--- src/rtl/rr_mux_arbiter2.sv ---
// Round-robin arbiter for two valid/ready sources: drives the 2:1 mux bank SEL and a one-entry output slot.
// Optional: define RR_MUX_ARB_PKT_LOCK_EN to hold each grant until the granted source's LAST beat.
module rr_mux_arbiter2 #(
  parameter int WIDTH = 8
) (
  input  logic             CLK,
  input  logic             RST,
  input  logic             A_VALID,
  input  logic [WIDTH-1:0] A_DATA,
  input  logic             A_LAST,
  output logic             A_READY,
  input  logic             B_VALID,
  input  logic [WIDTH-1:0] B_DATA,
  input  logic             B_LAST,
  output logic             B_READY,
  output logic             SEL,
  output logic             OUT_VALID,
  output logic [WIDTH-1:0] OUT_DATA,
  output logic             OUT_LAST,
  input  logic             OUT_READY
);

  typedef enum logic [1:0] {
    IDLE    = 2'd0,
    GRANT_A = 2'd1,
    GRANT_B = 2'd2
  } state_t;

  state_t             state_q, state_d;
  logic               prio_q, prio_d;
  logic               sel_q, sel_d;
  logic               out_valid_q, out_valid_d;
  logic [WIDTH-1:0]   out_data_q, out_data_d;
  logic               out_last_q, out_last_d;

  logic               slot_free_s;
  logic               stall_s;
  logic               a_acc_s;
  logic               b_acc_s;
  logic               grant_end_s;

  // prio: 0 favours A, 1 favours B when both sources request together
  function automatic state_t arb(input logic a_v, input logic b_v, input logic prio);
    state_t res;
    case ({a_v, b_v})
      2'b10:   res = GRANT_A;
      2'b01:   res = GRANT_B;
      2'b11:   res = prio ? GRANT_B : GRANT_A;
      default: res = IDLE;
    endcase
    return res;
  endfunction

  assign slot_free_s = ~out_valid_q | OUT_READY;
  assign stall_s     = out_valid_q & ~OUT_READY;
  assign A_READY     = (state_q == GRANT_A) & slot_free_s;
  assign B_READY     = (state_q == GRANT_B) & slot_free_s;
  assign a_acc_s     = A_VALID & A_READY;
  assign b_acc_s     = B_VALID & B_READY;

`ifdef RR_MUX_ARB_PKT_LOCK_EN
  assign grant_end_s = (a_acc_s & A_LAST) | (b_acc_s & B_LAST);
`else
  assign grant_end_s = a_acc_s | b_acc_s;
`endif

  // Slot load/drain and grant sequencing; a finishing grant re-arbitrates in the same cycle
  always_comb begin
    state_d     = state_q;
    prio_d      = prio_q;
    sel_d       = sel_q;
    out_valid_d = out_valid_q;
    out_data_d  = out_data_q;
    out_last_d  = out_last_q;

    if (a_acc_s) begin
      out_valid_d = 1'b1;
      out_data_d  = A_DATA;
      out_last_d  = A_LAST;
    end else if (b_acc_s) begin
      out_valid_d = 1'b1;
      out_data_d  = B_DATA;
      out_last_d  = B_LAST;
    end else if (out_valid_q && OUT_READY) begin
      out_valid_d = 1'b0;
    end else begin
      out_valid_d = out_valid_q;
    end

    if (stall_s) begin
      state_d = state_q;
    end else if (grant_end_s) begin
      prio_d  = a_acc_s ? 1'b1 : 1'b0;
      state_d = arb(A_VALID, B_VALID, prio_d);
    end else if (state_q == IDLE) begin
      state_d = arb(A_VALID, B_VALID, prio_q);
    end else begin
      state_d = state_q;
    end

    // SEL follows the granted source and keeps its last value while idle
    case (state_d)
      GRANT_A: sel_d = 1'b0;
      GRANT_B: sel_d = 1'b1;
      default: sel_d = sel_q;
    endcase
  end

  // State, priority, select and output slot registers
  always_ff @(posedge CLK or posedge RST) begin
    if (RST) begin
      state_q     <= IDLE;
      prio_q      <= 1'b0;
      sel_q       <= 1'b0;
      out_valid_q <= 1'b0;
      out_data_q  <= {WIDTH{1'b0}};
      out_last_q  <= 1'b0;
    end else begin
      state_q     <= state_d;
      prio_q      <= prio_d;
      sel_q       <= sel_d;
      out_valid_q <= out_valid_d;
      out_data_q  <= out_data_d;
      out_last_q  <= out_last_d;
    end
  end

  assign SEL       = sel_q;
  assign OUT_VALID = out_valid_q;
  assign OUT_DATA  = out_data_q;
  assign OUT_LAST  = out_last_q;

endmodule
--- config.mk ---
export PLATFORM = sky130hd
export DESIGN_NAME = rr_mux_arbiter2
export DESIGN_NICKNAME = d
export VERILOG_FILES = /design/src/rtl/rr_mux_arbiter2.sv
export SDC_FILE = /design/constraint.sdc
export NUM_CORES = 1
export LEC_CHECK = 0
export CORE_MARGIN = 4
export CORE_UTILIZATION = 39
export CTS_CLUSTER_SIZE = 14
export DETAILED_ROUTE_END_ITERATION = 8
export GPL_ROUTABILITY_DRIVEN = 0
export GPL_TIMING_DRIVEN = 0
export PLACE_DENSITY = 0.77
export SYNTH_ARGS = -nofsm -noshare
export SYNTH_HDL_FRONTEND = slang
export SYNTH_SLANG_ARGS = --single-unit
--- constraint.sdc ---
create_clock -name CLK -period 1.8 [get_ports CLK]
set_input_delay 0.27 -clock CLK [delete_from_list [all_inputs] [get_ports CLK]]
set_output_delay 0.27 -clock CLK [all_outputs]
set_load 0.01 [all_outputs]
Word-level counts from Yosys, hierarchy flattened
Cells that the tools add are included.
{"block": "classes", "eq_ne": 7, "n_mux": 16, "bitwise": 10, "n_reduce_logical": 6}
{"op": "8-bit two-way mux", "n": 2}
{"op": "2-bit one-hot mux with 3 select lines", "n": 2}
{"op": "2-bit two-way mux", "n": 5}
{"op": "2-bit == test (second input constant)", "n": 4}
{"op": "2-bit by 1-bit == test with 1-bit output (second input constant)", "n": 3}
{"op": "1-bit two-way mux", "n": 6}
{"op": "1-bit AND", "n": 5}
{"op": "2-bit nonzero test", "n": 2}
{"op": "1-bit inverter", "n": 3}
{"op": "3-bit nonzero test", "n": 1}
{"op": "2-bit logical NOT", "n": 1}
{"op": "1-bit OR", "n": 2}
{"op": "1-bit one-hot mux with 2 select lines", "n": 1}
{"op": "2-bit AND reduction", "n": 1}
{"op": "1-bit logical AND", "n": 1}
{"block": "word_totals", "register_bits": 14, "input_bits": 23, "out_inout_bits": 13, "wordCells": 45}

Longest topological paths before layout
Gate-level depths: netlist of run 1.
{"block": "depth", "depth_word": 11, "depth_mapped": 6, "ltp_nobuf": 6}

Worst setup path before layout of run 1
Ideal clock, no wire load.
{"block": "synth_path", "kind": "reg-to-reg", "from": "register out_valid_q (netlist: OUT_VALID)", "to": "register sel_q (netlist: SEL)", "setup_ns": 0.125, "arrival_time_ns": 1.585, "slack_ns": 0.090, "path_stages_with_launch": 6, "path_buffers": 0, "path_cell_list": "dfrtp_1 > nand2b_1 > nand3_1 > o32a_1 > ha_1 > mux2_2"}
{"block": "synth_via", "elab_chain_len": 11, "word_cells_on_any_way": 17, "cone_classes": "2 x eq/ne; 6 x mux; 8 x bitwise; 1 x reduce/logical"}
{"element": "start, declared", "line": "32", "source": "logic out_valid_q, out_valid_d;"}
{"element": "start signal, assigned", "line": "122", "source": "out_valid_q <= out_valid_d;"}
{"element": "1-bit inverter", "line": "54", "source": "assign slot_free_s = ~out_valid_q | OUT_READY;"}
{"element": "1-bit OR", "line": "54"}
{"element": "1-bit AND", "line": "56", "source": "assign A_READY = (state_q == GRANT_A) & slot_free_s;"}
{"element": "1-bit AND", "line": "58", "source": "assign a_acc_s = A_VALID & A_READY;"}
{"element": "1-bit two-way mux", "line": "93", "source": "prio_d = a_acc_s ? 1'b1 : 1'b0;"}
{"element": "2-bit two-way mux", "line": "48", "source": "2'b11: res = prio ? GRANT_B : GRANT_A;"}
{"element": "2-bit one-hot mux with 3 select lines", "line": "45", "source": "case ({a_v, b_v})"}
{"element": "2-bit two-way mux", "line": "92", "source": "end else if (grant_end_s) begin"}
{"element": "2-bit two-way mux *", "line": "90", "source": "if (stall_s) begin"}
{"element": "2-bit == test / 2-bit by 1-bit == test with 1-bit output (equally long branches)", "line": "102", "source": "case (state_d)"}
{"element": "1-bit one-hot mux with 2 select lines / 2-bit nonzero test (equally long branches)"}
{"element": "end signal, assigned", "line": "121", "source": "sel_q <= sel_d;"}
{"element": "end, declared", "line": "31", "source": "logic sel_q, sel_d;"}
Every way passes the cells marked *; elsewhere a longest branch is shown, timed or not.
A chain may end at the register's enable or synchronous reset.

Worst setup path in the final report of run 1
{"block": "layout_path", "from": "input port OUT_READY", "to": "register sel_q (netlist: SEL)"}
{"block": "layout_via", "elab_chain_len": 10, "word_cells_on_any_way": 17, "cone_classes": "2 x eq/ne; 6 x mux; 8 x bitwise; 1 x reduce/logical"}
{"element": "start, declared", "line": "20", "source": "input logic OUT_READY"}
{"element": "1-bit OR", "line": "54"}
{"element": "1-bit AND", "line": "56"}
{"element": "1-bit AND", "line": "58"}
{"element": "1-bit two-way mux", "line": "93"}
{"element": "2-bit two-way mux", "line": "48"}
{"element": "2-bit one-hot mux with 3 select lines", "line": "45"}
{"element": "2-bit two-way mux", "line": "92"}
{"element": "2-bit two-way mux *", "line": "90"}
{"element": "2-bit == test / 2-bit by 1-bit == test with 1-bit output (equally long branches)", "line": "102"}
{"element": "1-bit one-hot mux with 2 select lines / 2-bit nonzero test (equally long branches)"}
Marks and branches as above.

==> summary.txt, run 1 <==
Outcome
  – Status: complete, no violations

Route
  – Top routing layer in use: met4
  – Wirelength per Cell: 13.6 µm
  – # DRC: 0
  – Met2 wire length: slightly below 1000 µm
  – Via total after detailed routing: 665
  – Met3 wire len: roughly 58 µm
  – Vias per std cell: 4.96
  – DRT Pass-1 Iters: 3
  – Iteration-0 DRC Markers: 1
  – DRT antenna net count: 0
  – Metal-1 WL: between 700 and 800 µm
  – Routed WL: between 1500 and 2000 µm

Timing
  – Post-route setup TNS: 0 ns
  – Min Hold Slack: roughly 0.33 ns
  – Hold Vio Cnt, Final: 0
  – Slew headroom: 62.8%
  – Final setup viols: 0
  – Worst Max-Slew Pin Slew: 0.558 ns
  – RSZ-0062 raised after global routing: yes
  – Setup WS post-layout: a little over 0.04 ns
  – Min Tclk post-route: around 1.8 ns
  – Clock skew: 0.00463 ns
  – Max Freq: 568 MHz
  – Crit share post-route: a little under 100%
  – Slew Limit Fails: 0

GRT
  – Vias in the first global route: 641
  – Antenna violations before repair: 0
  – First-pass GRT wire length: roughly 2800 µm
  – GR Overflow Total: 0
  – Pin count of the biggest net entering global routing: 15
  – Total Routing Usage GR: 14.6%

Layout
  – Layout cells sized above 1: 13.8%
  – Commonest non-fill, non-tap cells in the layout: clkdlybuf4s50_1, dfrtp_1, nor2_1, mux2i_1, a21oi_1
  – Antenna fix cells: 0
  – Post-layout util: 66.6%
  – Cell Count, Final, Fillers Out: 134
  – Commonest non-fill, non-tap cell in the layout: clkdlybuf4s50_1
  – Area growth, synth to finish: 55.8%
  – Fin nets: 135

Placed design
  – Place WS: -0.355 ns
  – IO buf count: 35
  – Placed Cells: 131
  – Dpl hpwl: 1410 µm

Power and ir drop
  – P_int: a little over 1 mW
  – Clock power frac: 11.0%
  – NetSw: slightly below 0.6 mW
  – Pwr dens: 1370 mW/mm²
  – Combinational share of power: 56.5%
  – Worst ir drop on vdd: between 0.0008 and 0.0009 V
  – Static Leak: 0.552 nW
  – Sw frac: 36.2%
  – Seq pwr share: 32.5%

Hold path
  – Worst hold path class: in2async

Worst setup path
  – R2R setup slack: 0.08 ns
  – Worst-path fanout max: 4
  – R2r endpoint: SEL
  – Max stage delay cell, worst path: clkdlybuf4s50_1
  – CP cell instances: clkdlybuf4s50_1, and2b_1, nor3_1, o32a_1, ha_1, mux2_2
  – CP endpoint kind: register
  – WP buf/inv: 1
  – Crit path DAT: 1.93 ns
  – Reg-to-Reg Start: OUT_VALID
  – Worst path top cell family by delay: simple AND/OR/NAND/NOR gates
  – Crit Path Class: in2reg
  – Critical Path RT: 1.97 ns
  – Slowest Stage Delay on Critical Path: 0.47 ns
  – Reg2Reg Depth: 5
  – Nature of the critical path startpoint: primary input

Synth
  – Synthesis-stage register bit count: 14
  – Yosys top cell area share: 46.0%
  – Mapped Cells: 71
  – Mapped Nets: 95
  – Syn avg cell area: roughly 11 µm²
  – Share of the yosys chip area belonging to registers: 46.0%
  – Mapped cell area: 762 µm²
  – Unique masters post-synth: 23
  – YS warnings: 0
  – Top cells by area, synth: dfrtp_1, mux2i_1, a21oi_1
  – Post-synth top area cell: dfrtp_1

Die
  – Die Area: 0.00272 mm²
  – Die W: 52.2 µm
  – Die Ht: 52.2 µm
  – # IOs: 36
  – FP Rows: 15
  – Initial Util: 42.7%
  – Core Box Area: between 0.0015 and 0.002 mm²

Clock network
  – Cts hold-fix bufs: 0
  – Root Buffer: clkbuf_4
  – CTS Buf Count: 3
  – Clock tree from TritonCTS: yes
  – CTS sink count: 14
  – H-tree levels: 1
  – Worst skew pair latency: 0.28 ns
  – CTS clk-pin slew, worst paths: 0.09 ns
  – Clock buffer depth: 2

Flow run
  – Max-Cap Viols: 0
worst register-to-register path, cell delays in order (launching register included):
cell and delay [ns]:
dfrtp_1 0.42, and2b_1 0.24, nor3_1 0.26, o32a_1 0.20, ha_1 0.22, mux2_2 0.27
flip-flops by register name, summed over array words and instances (netlist names):
register	flops
OUT_VALID	1
state_q	2
OUT_DATA	8
OUT_LAST	1
prio_q	1
SEL	1
Yosys cell counts:
master     n
a21oi_1   10
nand3_1    2
nand3b_4   1
nor2b_1    1
and2b_1    1
nor3_1     1
ha_1       1
inv_1      3
dfrtp_1   14
buf_4      1
nor2_1    11
mux2_2     1
nand4b_1   1
a21oi_4    1
nand2_1    1
nand2b_1   1
mux2i_1    9
nor3b_1    2
buf_6      3
o32a_1     3
o21ai_1    1
o32ai_1    1
nand3b_2   1
power groups by stage:
| stage | logic (mW) | clock network [mW] | registers, mW |
|---|---|---|---|
| finish | 0.916 | 0.179 | 0.528 |
| floorplan | 0.487 | 0 | 0.579 |
| CTS | 0.927 | 0.185 | 0.530 |
| global route | 1.01 | 0.200 | 0.548 |
| global placement | 0.912 | 0 | 0.526 |
| detailed placement | 0.935 | 0 | 0.534 |
how the worst max path moves through the flow:
stage | end | slack (ns) | start | cells past startpoint
finish | SEL | 0.04 | OUT_READY | 6
global route | SEL | -0.01 | OUT_READY | 6
CTS | B_READY | 0.02 | OUT_READY | 4
detailed placement | SEL | -0.35 | OUT_READY | 6
global placement | SEL | -0.34 | OUT_READY | 6
floorplan | SEL | 0.09 | OUT_VALID | 5
what timing repair did:
| item | in CTS | in global routing |
|---|---|---|
| cloned | 0 | 0 |
| pin swaps | 0 | 0 |
| endpoints found under the setup margin | 3 | 3 |
| buffers inserted | 0 | 0 |
| resized for setup | 4 | 7 |
kinds of logic (layout without fill, tap and decap cells):
| group | Yosys count | in the layout | synth area share (%) |
|---|---|---|---|
| fa+ha+maj | 1 | 1 | 1.64 |
| buf+inv | 7 | 45 | 6.90 |
| mux | 10 | 10 | 13.3 |
| compound gates | 16 | 16 | 14.5 |
| flops | 14 | 14 | 46.0 |
| simple gates | 23 | 23 | 17.7 |
metrics by stage:
stage	total power, mW	cell area [µm²]
CTS	1.64	1180
finish	1.62	1190
global placement	1.44	1140
detailed placement	1.47	1140
global route	1.75	1190
floorplan	1.07	762
metal layers:
| layer | track usage, % | up-vias |
|---|---|---|
| li1 | - | 327 |
| met1 | 16.7 | 316 |
| met2 | 25.1 | 18 |
| met3 | 2.56 | 4 |
| met4 | 8.94 | 0 |
| met5 | 0 | - |
area by class of cell:
class / count / area (µm²)
sequential: 14 / 350
clock buffer: 3 / 22.5
fill: 155 / 596
tap: 25 / 31.3
multi-input combinational: 50 / 383
timing repair buffer: 35 / 348
inverter: 3 / 11.3
buffer: 4 / 41.3
(Power assumes the default switching activity.)
==> run 2: changes to the inputs <==
--- a/config.mk
+++ b/config.mk
@@ -5,12 +5,14 @@
 export SDC_FILE = /design/constraint.sdc
 export NUM_CORES = 1
 export LEC_CHECK = 0
+export ABC_CLOCK_PERIOD_IN_PS = 1800
 export CORE_MARGIN = 4
 export CORE_UTILIZATION = 39
 export CTS_CLUSTER_SIZE = 14
 export DETAILED_ROUTE_END_ITERATION = 8
 export GPL_ROUTABILITY_DRIVEN = 0
 export GPL_TIMING_DRIVEN = 0
+export HOLD_SLACK_MARGIN = 0.05
 export PLACE_DENSITY = 0.77
 export SYNTH_ARGS = -nofsm -noshare
 export SYNTH_HDL_FRONTEND = slang
==> results of run 2 <==
Same layout as run 1: the final DEF is identical, and so are final timing and power.
==> run 3: changes to the inputs <==
--- a/config.mk
+++ b/config.mk
@@ -11,7 +11,6 @@
 export CTS_CLUSTER_SIZE = 14
 export DETAILED_ROUTE_END_ITERATION = 8
 export GPL_ROUTABILITY_DRIVEN = 0
-export GPL_TIMING_DRIVEN = 0
 export HOLD_SLACK_MARGIN = 0.05
 export PLACE_DENSITY = 0.77
 export SYNTH_ARGS = -nofsm -noshare
==> summary.txt, run 3 (synthesis gave the netlist of run 1 again) <==
Hold path
  – Worst hold path class: in2async

Route
  – Vias per std cell: 4.89 (-1.6%)
  – Iteration-0 DRC Markers: 10 (+9)
  – Wirelength per Cell: 11.9 µm (-13%)
  – DRT antenna net count: 0 (unchanged)
  – DRT Pass-1 Iters: 4 (+1)
  – # DRC: 0 (unchanged)
  – Via total after detailed routing: 684 (+2.9%)
  – Routed WL: 1670 µm (-8.7%)

Clock network
  – Clock tree from TritonCTS: yes
  – CTS clk-pin slew, worst paths: 0.08 ns (about the same)
  – CTS Buf Count: 3 (unchanged)
  – Root Buffer: clkbuf_4
  – CTS sink count: 14 (unchanged)
  – Post-CTS Repair Setup Buffers: 0 (unchanged)
  – Cts hold-fix bufs: 0 (unchanged)
  – Clock buffer depth: 2 (unchanged)
  – Worst skew pair latency: 0.27 ns (about the same)
  – H-tree levels: 1 (unchanged)

Power and ir drop
  – Clock power frac: 12.8% (+1.8 points)
  – Combinational share of power: 53.1% (-3.4 points)
  – P_int: 1.13 mW (+8.7%)
  – Static Leak: 0.584 nW (+5.8%)
  – Post-route total power: 1.72 mW (+6.1%)
  – Pwr dens: 1390 mW/mm² (+1.7%)
  – Sw frac: 34.6% (-1.6 points)
  – NetSw: 0.596 mW (+1.4%)
  – Worst ir drop on vdd: 0.000902 V (+12%)
  – Seq pwr share: 34.1% (+1.6 points)

Timing
  – Worst Max-Slew Pin Slew: 0.534 ns (-0.0235 ns)
  – Min Tclk post-route: 1.76 ns (-0.000673 ns)
  – Hold Vio Cnt, Final: 0 (unchanged)
  – Final setup viols: 0 (unchanged)
  – Slew Limit Fails: 0 (unchanged)
  – Post-route setup TNS: 0 ns (unchanged)
  – RSZ-0062 raised after global routing: no
  – Min Hold Slack: 0.325 ns (-0.00394 ns)
  – Crit share post-route: 97.7% (about the same)
  – Max Freq: 569 MHz (about the same)
  – Slew headroom: 64.3% (+1.6 points)
  – Clock skew: 0.00122 ns (-0.00341 ns)

Layout
  – Commonest non-fill, non-tap cells in the layout: clkdlybuf4s50_1, dfrtp_1, nor2_1, a21oi_1, mux2i_1
  – Antenna fix cells: 0 (unchanged)
  – Post-layout util: 69.5% (+2.9 points)
  – Commonest non-fill, non-tap cell in the layout: clkdlybuf4s50_1
  – Layout cells sized above 1: 18.3% (+4.5 points)
  – Fin nets: 140 (+3.7%)
  – Filler cells: 155 (unchanged)
  – Area growth, synth to finish: 62.6%
  – Max reg flops: 8 (unchanged)
  – Final instance area: 0.00124 mm² (+4.3%)

Worst setup path
  – Critical Path RT: 1.97 ns (about the same)
  – CP endpoint kind: register
  – Crit Path Class: in2reg
  – Crit path DAT: 1.93 ns (about the same)
  – Nature of the critical path startpoint: primary input
  – Worst-path fanout max: 4 (unchanged)

Placed design
  – Area after DPL: 0.00118 mm² (+3.4%)
  – IO buf count: 35 (unchanged)
  – Dpl hpwl: 1350 µm (-4.3%)

GRT
  – First-pass GRT wire length: 2680 µm (-5.8%)
  – GR Overflow Total: 0 (unchanged)
  – Antenna violations before repair: 0 (unchanged)
  – Vias in the first global route: 636 (-0.78%)
  – Pin count of the biggest net entering global routing: 20 (+5)
  – Total Routing Usage GR: 13.6% (-1.0 points)

Die
  – Core Box Area: 0.00178 mm² (unchanged)
  – Die W: 52.2 µm (unchanged)
  – Initial Util: 42.7% (unchanged)
  – FP Rows: 15 (unchanged)
  – Die Ht: 52.2 µm (unchanged)
  – Die Area: 0.00272 mm² (unchanged)
  – # IOs: 36 (unchanged)

Flow run
  – Max-Cap Viols: 0 (unchanged)

Outcome
  – Status: complete, no violations
run 3: cell count changes in the layout (fill, tap and decap cells not counted), sizes merged:
cell           previous run  this run
buf                       4         9
dlymetal6s2s              1         0
clkdlybuf4s50            32        33
clkdlybuf4s15             1         0
dlygate4sd2               0         2
run 3: repair_timing:
item | CTS | global route
setup endpoints to repair | 3 | 2
hold endpoints to repair | 0 | 0
resized for setup | 3 | 3
run 3: critical path: stages:
cell	delay (ns)
clkdlybuf4s50_1	0.47
nand2b_4	0.15
nand3_2	0.10
o32a_1	0.34
ha_1	0.27
mux2_2	0.32
run 3: cell type report:
cell class,count,area (µm²),share of cell area (%)
inverter,3,11.3,0.909
timing repair buffer,44,428,34.5
multi-input combinational,50,382,30.8
clock buffer,4,36.3,2.93
sequential,14,350,28.3
tap,25,31.3,2.53
run 3: per-layer routing:
layer | GRT usage (%) | wire length [µm] | part of all wire (%)
met5 | 0 | 0 | 0
met4 | 5.11 | 23 | 1.4
met1 | 13.6 | 622 | 37
met2 | 24.9 | 928 | 56
met3 | 5.41 | 91 | 5.5
run 3: stage by stage:
step	setup slack, ns	instances
2_1_floorplan	0.0903	71
3_5_place_dp	-0.316	136
4_1_cts	0.0308	140
6_report	0.0412	140
3_3_place_gp	-0.287	136
5_1_grt	0.0120	140
run 3: power groups by stage:
| stage | combinational, mW | sequential, mW | clock (mW) |
|---|---|---|---|
| 6_report | 0.914 | 0.587 | 0.220 |
| 5_1_grt | 1.01 | 0.613 | 0.252 |
| 4_1_cts | 0.919 | 0.588 | 0.234 |
| 3_5_place_dp | 0.925 | 0.589 | 0 |
| 3_3_place_gp | 0.910 | 0.585 | 0 |
| 2_1_floorplan | 0.487 | 0.579 | 0 |
run 3: worst paths after layout:
check / start / end / slack, ns / depth (start not counted)
setup / recovery: OUT_READY / SEL / 0.04 / 6
hold / removal: RST / SEL / 0.33 / 2
setup reg to reg: state_q[1] / SEL / 0.13 / 4
min in group CLK: SEL / SEL / 0.51 / 1
max in group asynchronous: RST / OUT_VALID / 1.12 / 2
hold reg to reg: SEL / SEL / 0.51 / 1
